File: src/rtl/alarm_controller.sv
// Alarm controller: stores an alarm time, rings on the matching minute, and
// handles snooze/stop/auto-stop with per-event snooze limiting.
module alarm_controller #(
  parameter int SNOOZE_MIN   = 9,
  parameter int RING_TIMEOUT = 60,
  parameter int MAX_SNOOZE   = 3
) (
  input  logic       clk,
  input  logic       rst_n,
  input  logic       tick_1hz,
  input  logic [4:0] cur_hours,
  input  logic [5:0] cur_minutes,
  input  logic [5:0] cur_seconds,
  input  logic       arm_en,
  input  logic       set_valid,
  input  logic [4:0] set_hours,
  input  logic [5:0] set_minutes,
  output logic       set_ready,
  output logic       set_err,
  input  logic       snooze_btn,
  input  logic       stop_btn,
  output logic       ring,
  output logic [1:0] state,
  output logic [4:0] alarm_hours,
  output logic [5:0] alarm_minutes,
  output logic [2:0] snooze_count
);

  typedef enum logic [1:0] {
    IDLE    = 2'd0,
    ARMED   = 2'd1,
    RINGING = 2'd2,
    SNOOZED = 2'd3
  } state_t;

  localparam logic [6:0] RING_LOAD   = 7'(RING_TIMEOUT);
  localparam logic [9:0] SNOOZE_LOAD = 10'(SNOOZE_MIN * 60);
  localparam logic [2:0] MAX_CNT     = 3'(MAX_SNOOZE);

  state_t     state_r, state_s;
  logic [6:0] ring_timer_r, ring_timer_s;
  logic [9:0] snooze_timer_r, snooze_timer_s;
  logic [2:0] snooze_count_r, snooze_count_s;
  logic       fired_r, fired_s;
  logic       ring_r, set_ready_r, set_err_r;
  logic [4:0] alarm_hours_r;
  logic [5:0] alarm_minutes_r;

  logic time_match_s, trigger_s, xfer_s, set_ok_s;

  assign time_match_s = (cur_hours == alarm_hours_r) && (cur_minutes == alarm_minutes_r);
  assign trigger_s    = tick_1hz && time_match_s && (cur_seconds == 6'd0) && !fired_r;
  assign xfer_s       = set_valid && set_ready_r;
  assign set_ok_s     = (set_hours <= 5'd23) && (set_minutes <= 6'd59);

  // fired_r blocks a second trigger until the clock leaves the alarm minute
  always_comb begin
    fired_s = fired_r;
    if (!time_match_s) begin
      fired_s = 1'b0;
    end else if (trigger_s) begin
      fired_s = 1'b1;
    end else begin
      fired_s = fired_r;
    end
  end

  // Next-state and timer/counter logic; arm_en low overrides everything
  always_comb begin
    state_s        = state_r;
    ring_timer_s   = ring_timer_r;
    snooze_timer_s = snooze_timer_r;
    snooze_count_s = snooze_count_r;
    if (!arm_en) begin
      state_s        = IDLE;
      ring_timer_s   = 7'd0;
      snooze_timer_s = 10'd0;
      snooze_count_s = 3'd0;
    end else begin
      case (state_r)
        IDLE: begin
          state_s        = ARMED;
          snooze_count_s = 3'd0;
        end
        ARMED: begin
          snooze_count_s = 3'd0;
          if (trigger_s) begin
            state_s      = RINGING;
            ring_timer_s = RING_LOAD;
          end else begin
            state_s = ARMED;
          end
        end
        RINGING: begin
          if (stop_btn) begin
            state_s        = ARMED;
            snooze_count_s = 3'd0;
            ring_timer_s   = 7'd0;
          end else if (snooze_btn && (snooze_count_r < MAX_CNT)) begin
            state_s        = SNOOZED;
            snooze_count_s = snooze_count_r + 3'd1;
            snooze_timer_s = SNOOZE_LOAD;
            ring_timer_s   = 7'd0;
          end else if (tick_1hz) begin
            if (ring_timer_r <= 7'd1) begin
              state_s        = ARMED;
              snooze_count_s = 3'd0;
              ring_timer_s   = 7'd0;
            end else begin
              ring_timer_s = ring_timer_r - 7'd1;
            end
          end else begin
            state_s = RINGING;
          end
        end
        SNOOZED: begin
          if (stop_btn) begin
            state_s        = ARMED;
            snooze_count_s = 3'd0;
            snooze_timer_s = 10'd0;
          end else if (tick_1hz) begin
            if (snooze_timer_r <= 10'd1) begin
              state_s        = RINGING;
              ring_timer_s   = RING_LOAD;
              snooze_timer_s = 10'd0;
            end else begin
              snooze_timer_s = snooze_timer_r - 10'd1;
            end
          end else begin
            state_s = SNOOZED;
          end
        end
        default: begin
          state_s        = IDLE;
          ring_timer_s   = 7'd0;
          snooze_timer_s = 10'd0;
          snooze_count_s = 3'd0;
        end
      endcase
    end
  end

  // State register and registered outputs derived from the next state
  always_ff @(posedge clk or negedge rst_n) begin
    if (!rst_n) begin
      state_r         <= IDLE;
      ring_timer_r    <= 7'd0;
      snooze_timer_r  <= 10'd0;
      snooze_count_r  <= 3'd0;
      fired_r         <= 1'b0;
      ring_r          <= 1'b0;
      set_ready_r     <= 1'b1;
      set_err_r       <= 1'b0;
      alarm_hours_r   <= 5'd0;
      alarm_minutes_r <= 6'd0;
    end else begin
      state_r        <= state_s;
      ring_timer_r   <= ring_timer_s;
      snooze_timer_r <= snooze_timer_s;
      snooze_count_r <= snooze_count_s;
      fired_r        <= fired_s;
      ring_r         <= (state_s == RINGING);
      set_ready_r    <= (state_s == IDLE) || (state_s == ARMED);
      set_err_r      <= xfer_s && !set_ok_s;
      if (xfer_s && set_ok_s) begin
        alarm_hours_r   <= set_hours;
        alarm_minutes_r <= set_minutes;
      end else begin
        alarm_hours_r   <= alarm_hours_r;
        alarm_minutes_r <= alarm_minutes_r;
      end
    end
  end

  assign state         = state_r;
  assign ring          = ring_r;
  assign set_ready     = set_ready_r;
  assign set_err       = set_err_r;
  assign alarm_hours   = alarm_hours_r;
  assign alarm_minutes = alarm_minutes_r;
  assign snooze_count  = snooze_count_r;

endmodule

File: config.mk
export PLATFORM = sky130hd
export DESIGN_NAME = alarm_controller
export DESIGN_NICKNAME = d
export VERILOG_FILES = /design/src/rtl/alarm_controller.sv
export SDC_FILE = /design/constraint.sdc
export NUM_CORES = 1
export LEC_CHECK = 0
export ABC_AREA = 1
export CAP_MARGIN = 20
export CORE_UTILIZATION = 50
export DETAILED_ROUTE_END_ITERATION = 16
export HOLD_SLACK_MARGIN = 0.02
export PLACE_DENSITY = 0.8
export SETUP_SLACK_MARGIN = 0.5
export SYNTH_ARGS = -nofsm -noshare
export SYNTH_HDL_FRONTEND = slang
export SYNTH_SLANG_ARGS = --single-unit
File: constraint.sdc
create_clock -name clk -period 1.86 [get_ports clk]
set_input_delay 0.372 -clock clk [delete_from_list [all_inputs] [get_ports clk]]
set_output_delay 0.372 -clock clk [all_outputs]
set_load 0.02 [all_outputs]
# After elaboration in Yosys (flattened, before gate mapping)
# Cells that the tools add are included.
dict set report word_totals {
  inputBits 35
  output_inout_bits 19
  ff_bits 37
  word_cells 93
}
dict set report op_classes {
  n_eq_ne 20
  mux 36
  magnitude_cmp 5
  add_sub_neg 3
  n_reduce_logical 19
}
# operator n
set ops {}
lappend ops {{$mux 7} 9}
lappend ops {{$mux 10} 6}
lappend ops {{$ne 3x3->1 const B} 7}
lappend ops {{$pmux 7 s3} 1}
lappend ops {{$pmux 10 s2} 1}
lappend ops {{$mux 2} 9}
lappend ops {{$mux 3} 6}
lappend ops {{$le 10x1->1 const B} 1}
lappend ops {{$ne 5x5->1 const B} 2}
lappend ops {{$sub 10x1->10 const B} 1}
lappend ops {{$logic_and 1x1->1} 9}
lappend ops {{$pmux 3 s3} 1}
lappend ops {{$pmux 2 s4} 1}
lappend ops {{$le 7x1->1 const B} 1}
lappend ops {{$sub 7x1->7 const B} 1}
lappend ops {{$eq 2x2->1 const B} 3}
lappend ops {{$eq 6x6->1} 1}
lappend ops {{$le 6x6->1 const B} 1}
lappend ops {{$logic_not 6->1} 1}
lappend ops {{$reduce_and 6->1} 1}
lappend ops {{$eq 5x5->1} 1}
lappend ops {{$le 5x5->1 const B} 1}
lappend ops {{$eq 2x1->1 const B} 2}
lappend ops {{$logic_not 2->1} 2}
lappend ops {{12 further kinds} 14}

# Logic depth before layout (Yosys ltp)
# Gate-level depths: netlist (run 1).
dict set report logic_depth {
  depth_word 10
  ltp_mapped 12
  mapped_depth_nobuf 12
}

# Worst setup path before layout (run 1)
# OpenSTA, ideal clock, no wires.
dict set report synth_path {
  path_kind {flip-flop to flip-flop}
  startpoint {register snooze_count_r[0] (netlist: snooze_count[0])}
  endpoint {register ring_timer_r[0]}
  arrival_ps 1340
  stages_incl_launch_ff 11
  slack_ps 403
  path_buffers 0
  period_less_slack_ps 1457
  setup_ps 117
  required_time_ps 1743
  cell_sequence {dfrtp_1 > nand2_1 > nand3_2 > nand2_1 > inv_2 > nand4_1 > nand2_1 > nor2_4 > nand2_4 > nand2_1 > nand2_1}
}
dict set report synth_between {
  elab_chain_len 6
  word_cells_on_any_way 8
  cone_classes {order compare: 1; eq/ne: 1; mux: 4; reduce/logical: 2}
}
# element line_no
set synth_rtl {}
lappend synth_rtl {{start: declaration} 43} ;# logic [2:0] snooze_count_r, snooze_count_s;
lappend synth_rtl {{start signal: assignment} 160} ;# snooze_count_r <= snooze_count_s;
lappend synth_rtl {{$lt 3x2->1 (*)} 99} ;# end else if (snooze_btn && (snooze_count_r < MAX_CNT)) begin
lappend synth_rtl {{$logic_and 1x1->1 (*)} 99}
lappend synth_rtl {{$mux 7} 99}
lappend synth_rtl {{$mux 7} 95} ;# if (stop_btn) begin
lappend synth_rtl {{$pmux 7 s3} 80} ;# case (state_r)
lappend synth_rtl {{$mux 7} 74} ;# if (!arm_en) begin
lappend synth_rtl {{end signal: assignment} 158} ;# ring_timer_r <= ring_timer_s;
lappend synth_rtl {{end: declaration} 41} ;# logic [6:0] ring_timer_r, ring_timer_s;
# Mark *: on every way between the ends. The rest lies on a longest branch, timed or not.
# A chain may end at the register's enable or synchronous reset.

# Worst setup path in the final report (run 1)
dict set report layout_path {
  startpoint {register snooze_timer_r[9]}
  endpoint {register state_r[0] (netlist: state[0])}
}
dict set report layout_between {
  elab_chain_len 6
}
# element line_no
set layout_rtl {}
lappend layout_rtl {{start: declaration} 42} ;# logic [9:0] snooze_timer_r, snooze_timer_s;
lappend layout_rtl {{start signal: assignment} 159} ;# snooze_timer_r <= snooze_timer_s;
lappend layout_rtl {{$le 10x1->1} 122} ;# if (snooze_timer_r <= 10'd1) begin
lappend layout_rtl {{$mux 2} 122}
lappend layout_rtl {{$mux 2} 121} ;# end else if (tick_1hz) begin
lappend layout_rtl {{$mux 2} 117} ;# if (stop_btn) begin
lappend layout_rtl {{$pmux 2 s4} 80}
lappend layout_rtl {{$mux 2} 74}
lappend layout_rtl {{via state_s[0]} 40} ;# state_t state_r, state_s;
lappend layout_rtl {{end signal: assignment} 157} ;# state_r <= state_s;
lappend layout_rtl {{end: declaration} 40}
# The timed path passes the listed nets, and every way through them passes these cells.

==> flow_summary.toml, run 1 <==
[status]
status = "finished clean"

[drt]
drc_errors = 0
wl_um = 6900
num_vias = 2468
wl_per_cell_um = 14.7
drt_first_iter_violations = 117
ant_nets = 0
via_per_inst = 5.24
drt_first_pass_iters = 4

[clocking]
cts_num_sinks = 37
htree_levels = 2
clock_latency_ps = 300
ctsLongestPathBuffers = 2
clock_tree.root_cell = "clkbuf_8"
clk_pin_slew_ps = 80
cts_tree = "yes"
cts_buffers = 5

[layout]
area_growth_pct = 58.7
fin_area_um2 = 3600
drive_gt1_share_pct = 39.4
fillCellCount = 271
n_antenna_cell = 0
nNetsFinal = 458

[yosys]
synth_fa_ha_area_share_pct = 2.76
syn_area_um2 = 2270
synth-seq-cells = 37
synth_simple_gate_area_share_pct = 33.5
yosysWarnings = 0
synthDistinctLibCells = 34
synth_compound_area_share_pct = 7.50
async_flop_share_pct = 100
syn-num-nets = 347
synth_edf_count = 0
synth_top_family_by_area = "simple AND/OR/NAND/NOR gates"
synth.area.mux_share_pct = 2.98
postSynthAreaPerCell_um2 = 7.39
ys_seq_area_share_pct = 40.8
synth_top_flop_cell = "dfrtp_1"
synth_xor_area_share_pct = 5.02
synthCells = 307

[placement]
dpl-instance-area_um2 = 3030
io_buffer_count = 53
place_hpwl_um = 4080
gp_congestion = 0.858

[timing]
max_slew_margin_pct = 76.2
fin_crit_sh_pct = 84.2
setup_tns_ps = 0
finalSetupViolCount = 0
slew_viol_final = 0
grt_setup_unrepaired = "yes"
tightest_slew_ps = 355
fmax_ghz = 0.639
period_needed_ps = 1570
fin_skew_ps = 5.53
hold_viol = 0

[critical_path]
setup.worst_path.class = "flop to flop"
critPathMaxStageDelay_ps = 420
worstPathCellList = "inv_1 > nand2_1 > inv_1 > nand2_1 > nor2_2 > nand3_1 > a21boi_1 > nand3_2 > nand2_1 > inv_1"
crit_family = "simple AND/OR/NAND/NOR gates"
start_kind = "flop"
worstPathArrival_ps = 1760
cp-end-kind = "flop"
cp_slowest_cell = "dfrtp_1"
critPathBufInv = 3
crit_fanout = 3
crit_required_ps = 2050

[floorplan]
die_h_um = 69.4
die_area_um2 = 4810
rows = 24
initial_core_util_pct = 52.1
die_width_um = 69.4
fp.coreArea_um2 = 4350
num_io_pins = 54

[hold_path]
holdCritPathClass = "input pin to asynchronous set/reset pin"

[global_route]
grt_pass1_wl_um = 10400
grt_use_total_pct = 26.8
grt_start_max_net_pins = 37
grt_pass1_vias = 2329
grt_overflow = 0
antenna_found_initial = 0

[power_and_ir_drop]
peakVddDrop_uv = 490
power.density_nw_per_um2 = 599
total_leakage_power_nw = 1.85

[flow_run]
cap_viol_max_count = 0
==> flip-flops by register name (all words and copies together), names as in the netlist <==
signal          count
snooze_timer_r     10
ring_timer_r        7
alarm_minutes       6
alarm_hours         5
snooze_count        3
state               2
fired_r             1
ring                1
set_err             1
set_ready           1
==> worst register-to-register path: stages (launching register included) <==
cell and delay, ps:
dfrtp_1 420, inv_1 110, nand2_1 100, inv_1 90, nand2_1 80, nor2_2 160, nand3_1 110, a21boi_1 190
nand3_2 100, nand2_1 80, inv_1 40
==> power breakdown <==
part / leakage [nW] / switching [mW] / internal [mW]
sequential: 0.453 / 0.0639 / 0.870
clock: 0.0450 / 0.299 / 0.260
combinational: 1.35 / 0.354 / 0.311
total: 1.85 / 0.717 / 1.44
==> metal layers <==
layer  up-vias  wire length [um]  global-route usage [%]
met5         -                 0                       0
met4         0               182                    8.84
met3        21               306                    4.94
met2        72              3730                    48.4
met1      1178              2680                    31.7
li1       1197                 -                       -
==> kinds of logic (layout without fill, tap and decap cells) <==
logic type	after synthesis	count (layout)
and+or+nand+nor	175	175
buffers and inverters	41	153
DFF	37	37
AOI/OAI and AO/OA	30	30
xor gates and xnor gates	13	13
muxes	6	6
adders and majority gates	5	5
==> cells in the mapped netlist, drive strengths merged (2+ instances only) <==
| cell | count | share of area (%) |
|---|---|---|
| a21oi | 10 | 2.2 |
| buf | 3 | 1.0 |
| dfrtp | 36 | 40 |
| ha | 5 | 2.8 |
| inv | 38 | 6.4 |
| mux2 | 6 | 3.0 |
| nand2 | 92 | 16 |
| nand3 | 19 | 4.9 |
| nand4 | 5 | 1.4 |
| nor2 | 52 | 9.6 |
| nor3 | 5 | 1.3 |
| o21ai | 14 | 3.4 |
| o22ai | 2 | 0.55 |
| xnor2 | 8 | 3.1 |
| xor2 | 5 | 1.9 |
==> repair_timing <==
item / 4_1_cts / 5_1_grt
endpoints found under the hold margin: 1 / 0
gates resized for setup: 105 / 62
hold buffers: 1 / 0
setup endpoints to repair: 49 / 47
pin swaps: 36 / 22
buffers inserted: 24 / 10
==> layout make-up <==
class	instances	area, um^2	area share, %
clock buffers	6	72.6	2.01
clock inverters	2	10.0	0.278
inverters	38	150	4.17
multi-input cells	229	1420	39.5
flip-flops and latches	37	940	26.1
well taps	52	65.1	1.81
repair buffers	107	943	26.2
==> final timing paths <==
| kind | start | to | slack, ps | depth (start not counted) |
|---|---|---|---|---|
| max | snooze_timer_r[9] | state[0] | 290 | 10 |
| min | rst_n | alarm_minutes[0] | 390 | 2 |
| min reg2reg | set_ready | set_err | 510 | 2 |
| min in group clk | set_hours[3] | alarm_hours[3] | 400 | 2 |
| max reg2reg | snooze_timer_r[9] | state[0] | 290 | 10 |
| max in group asynchronous | rst_n | set_ready | 1020 | 3 |
==> stage by stage <==
stage	setup WS [ps]	utilization (%)	power [mW]	hold WS [ps]	std cells
floorplan	471	-	1.26	76.4	307
global placement	-24.4	69.7	1.50	171	428
detailed placement	-60.6	69.7	1.52	173	428
CTS	307	78.3	2.10	384	461
finish	294	82.7	2.16	392	471
global route	217	82.7	2.26	404	471
==> cell usage in the layout (no fill, tap or decap), drive strengths merged, types with 2 or more instances in the layout <==
cell,n
a21oi,10
buf,66
clkbuf,7
clkdlybuf4s15,6
clkdlybuf4s50,7
clkinv,2
dfrtp,36
dlygate4sd2,19
dlymetal6s2s,7
ha,5
inv,38
mux2,6
nand2,92
nand3,19
nand4,5
nor2,52
nor3,5
o21ai,14
o22ai,2
xnor2,8
xor2,5
No activity file was read; power rests on OpenSTA's default activity.
==> inputs of run 2 (changes only) <==
Settings changed: CORE_UTILIZATION 50 to 45, PLACE_DENSITY 0.8 to 0.76.
Clock period 1.86 ns to 1.4 ns, I/O delays scaled along.
==> run 2 against run 1 <==
The run now ends with negative setup slack left. First-iteration DRC count is 130% higher. Global-route usage is 1.1 points higher. Sequential power is 33% higher. Critical path depth stayed put. Core utilization is 0.72 points lower. Sequential cell count stayed put. Clock-buffer cell count stayed put. Setup slack worse by 520 ps. Via count is 4.6% higher. Clock power is 31% higher. Sequential share of layout area is 2.0 points lower. Clock skew is 4.0 ps higher. Critical path type unchanged. Critical endpoint is now ring_timer_r[2]. Largest cell class unchanged.
==> flow_summary.toml, run 2 (synthesis results as in run 1) <==
[status]
status = "finished, violations left"
violations = "negative setup slack"

[placement]
place_inst = 475
io_buffer_count = 53
gp_congestion = 0.880
place_hpwl_um = 4560
dpl_worst_slack_ps = -431
dpl-instance-area_um2 = 3330

[critical_path]
timing.rr.end = "ring_timer_r[2]"
cp-end-kind = "flop"
r2r_slack_ps = -230
reg2reg_from = "alarm_hours[1]"
worstPathCellList = "nor2_2 > nor2_1 > nor2_1 > nand2_1 > nor2_4 > nand3_4 > nand3_4 > nand2_4 > nand2_1 > nand2_1"
setup.worst_path.class = "flop to flop"
crit_start = "alarm_hours[1]"
start_kind = "flop"
critPathMaxStageDelay_ps = 440
crit_fanout = 8
worstPathArrival_ps = 1820
crit_top_cell = "nand2_1"
crit_required_ps = 1590
reg2reg_depth = 10
setup.worst_path.end = "ring_timer_r[2]"
cp_slowest_cell = "dfrtp_2"

[clocking]
clock_latency_ps = 300
cts_buffers = 5
htree_levels = 2
clock_tree.root_cell = "clkbuf_8"
cts_tree = "yes"
clk_pin_slew_ps = 80
ctsLongestPathBuffers = 2
cts_num_sinks = 37

[floorplan]
fp.coreArea_um2 = 4790
die_area_um2 = 5330
die_h_um = 73.0
initial_core_util_pct = 47.4
die_width_um = 73.0
rows = 25
num_io_pins = 54

[timing]
grt_setup_unrepaired = "yes"
period_needed_ps = 1630
max_slew_margin_pct = 77.8
finalSetupViolCount = 22
tightest_slew_ps = 331
fin_crit_sh_pct = 116
hold_viol = 0
holdWs_ps = 313
final.setup.worst_slack_ps = -229
slew_viol_final = 0
setup_tns_ps = -2910
fin_skew_ps = 9.48
fmax_ghz = 0.614

[layout]
drive_gt1_share_pct = 45.2
area_growth_pct = 72.9
fin_area_um2 = 3930
layout_common_cells = "nand2_1 (80), buf_4 (50), buf_6 (43)"
final_common_cell = "nand2_1"
largest-register = "snooze_timer_r"
largest_reg_flops = 10
nNetsFinal = 477
final_util_pct = 82.0
n_antenna_cell = 0
fin_cells = 505

[global_route]
grt_pass1_wl_um = 11300
antenna_found_initial = 0
grt_pass1_vias = 2556
grt_start_max_net_pins = 38
grt_use_total_pct = 27.8
grt_overflow = 0

[drt]
dr.max_layer_used = "met4"
wl_met3_um = 373
ant_nets = 0
wl_um = 7630
wl_met1_um = 2910
via_per_inst = 5.11
wl_met2_um = 4180
drc_errors = 0
num_vias = 2581
drt_first_iter_violations = 265
drt_first_pass_iters = 4
wl_per_cell_um = 15.1

[power_and_ir_drop]
peakVddDrop_uv = 624
power_mw = 3.10
total_leakage_power_nw = 1.95
power.density_nw_per_um2 = 790

[flow_run]
cap_viol_max_count = 0

[hold_path]
holdCritPathClass = "input pin to flop"
-- run 2: changes by cell type in the layout (fill, tap and decap cells not counted), sizes merged --
cell,change
buf,+30
clkbuf,-1
clkdlybuf4s15,-6
clkdlybuf4s50,+6
dlygate4sd2,-3
dlymetal6s2s,-7
-- run 2: critical path: cells and delay by family, from the launching register on --
family,cells,cell delay (ps)
DFF,1,440
and+or+nand+nor,10,1060
-- run 2: worst min path at each step --
stage | startpoint | end | slack [ps] | cells after the start
global placement | rst_n | alarm_minutes[4] | 260 | 2
floorplan | rst_n | alarm_hours[0] | -20 | 0
finish | set_minutes[2] | alarm_minutes[2] | 310 | 3
global route | set_minutes[5] | alarm_minutes[5] | 310 | 3
CTS | set_minutes[2] | alarm_minutes[2] | 350 | 3
detailed placement | rst_n | snooze_timer_r[6] | 260 | 2
-- run 2: what timing repair did --
action                                  CTS  global route
cloned                                    1             0
hold buffers                              1             0
endpoints found under the setup margin   55            56
setup buffers                            16             4
endpoints found under the hold margin    36             0
gates resized for setup                 203            37
pin swaps                                38            14
-- run 2: power breakdown --
group	internal, mW	switching (mW)
clock network	0.345	0.390
registers	1.16	0.0809
logic	0.571	0.555
total	2.08	1.03
-- run 2: cell type report --
type                    count  area (um^2)
clock buffers               6         72.6
clock inverters             2         10.0
fillers                   269          861
inverters                  38          145
multi-input cells         229         1490
flip-flops and latches     37          945
well taps                  67         83.8
repair buffers            126         1180
-- run 2: metal layers --
metal	global-route usage, %	up-vias
li1	-	1226
met1	31.4	1249
met2	52.9	90
met3	4.28	16
met4	8.93	0
met5	0	-
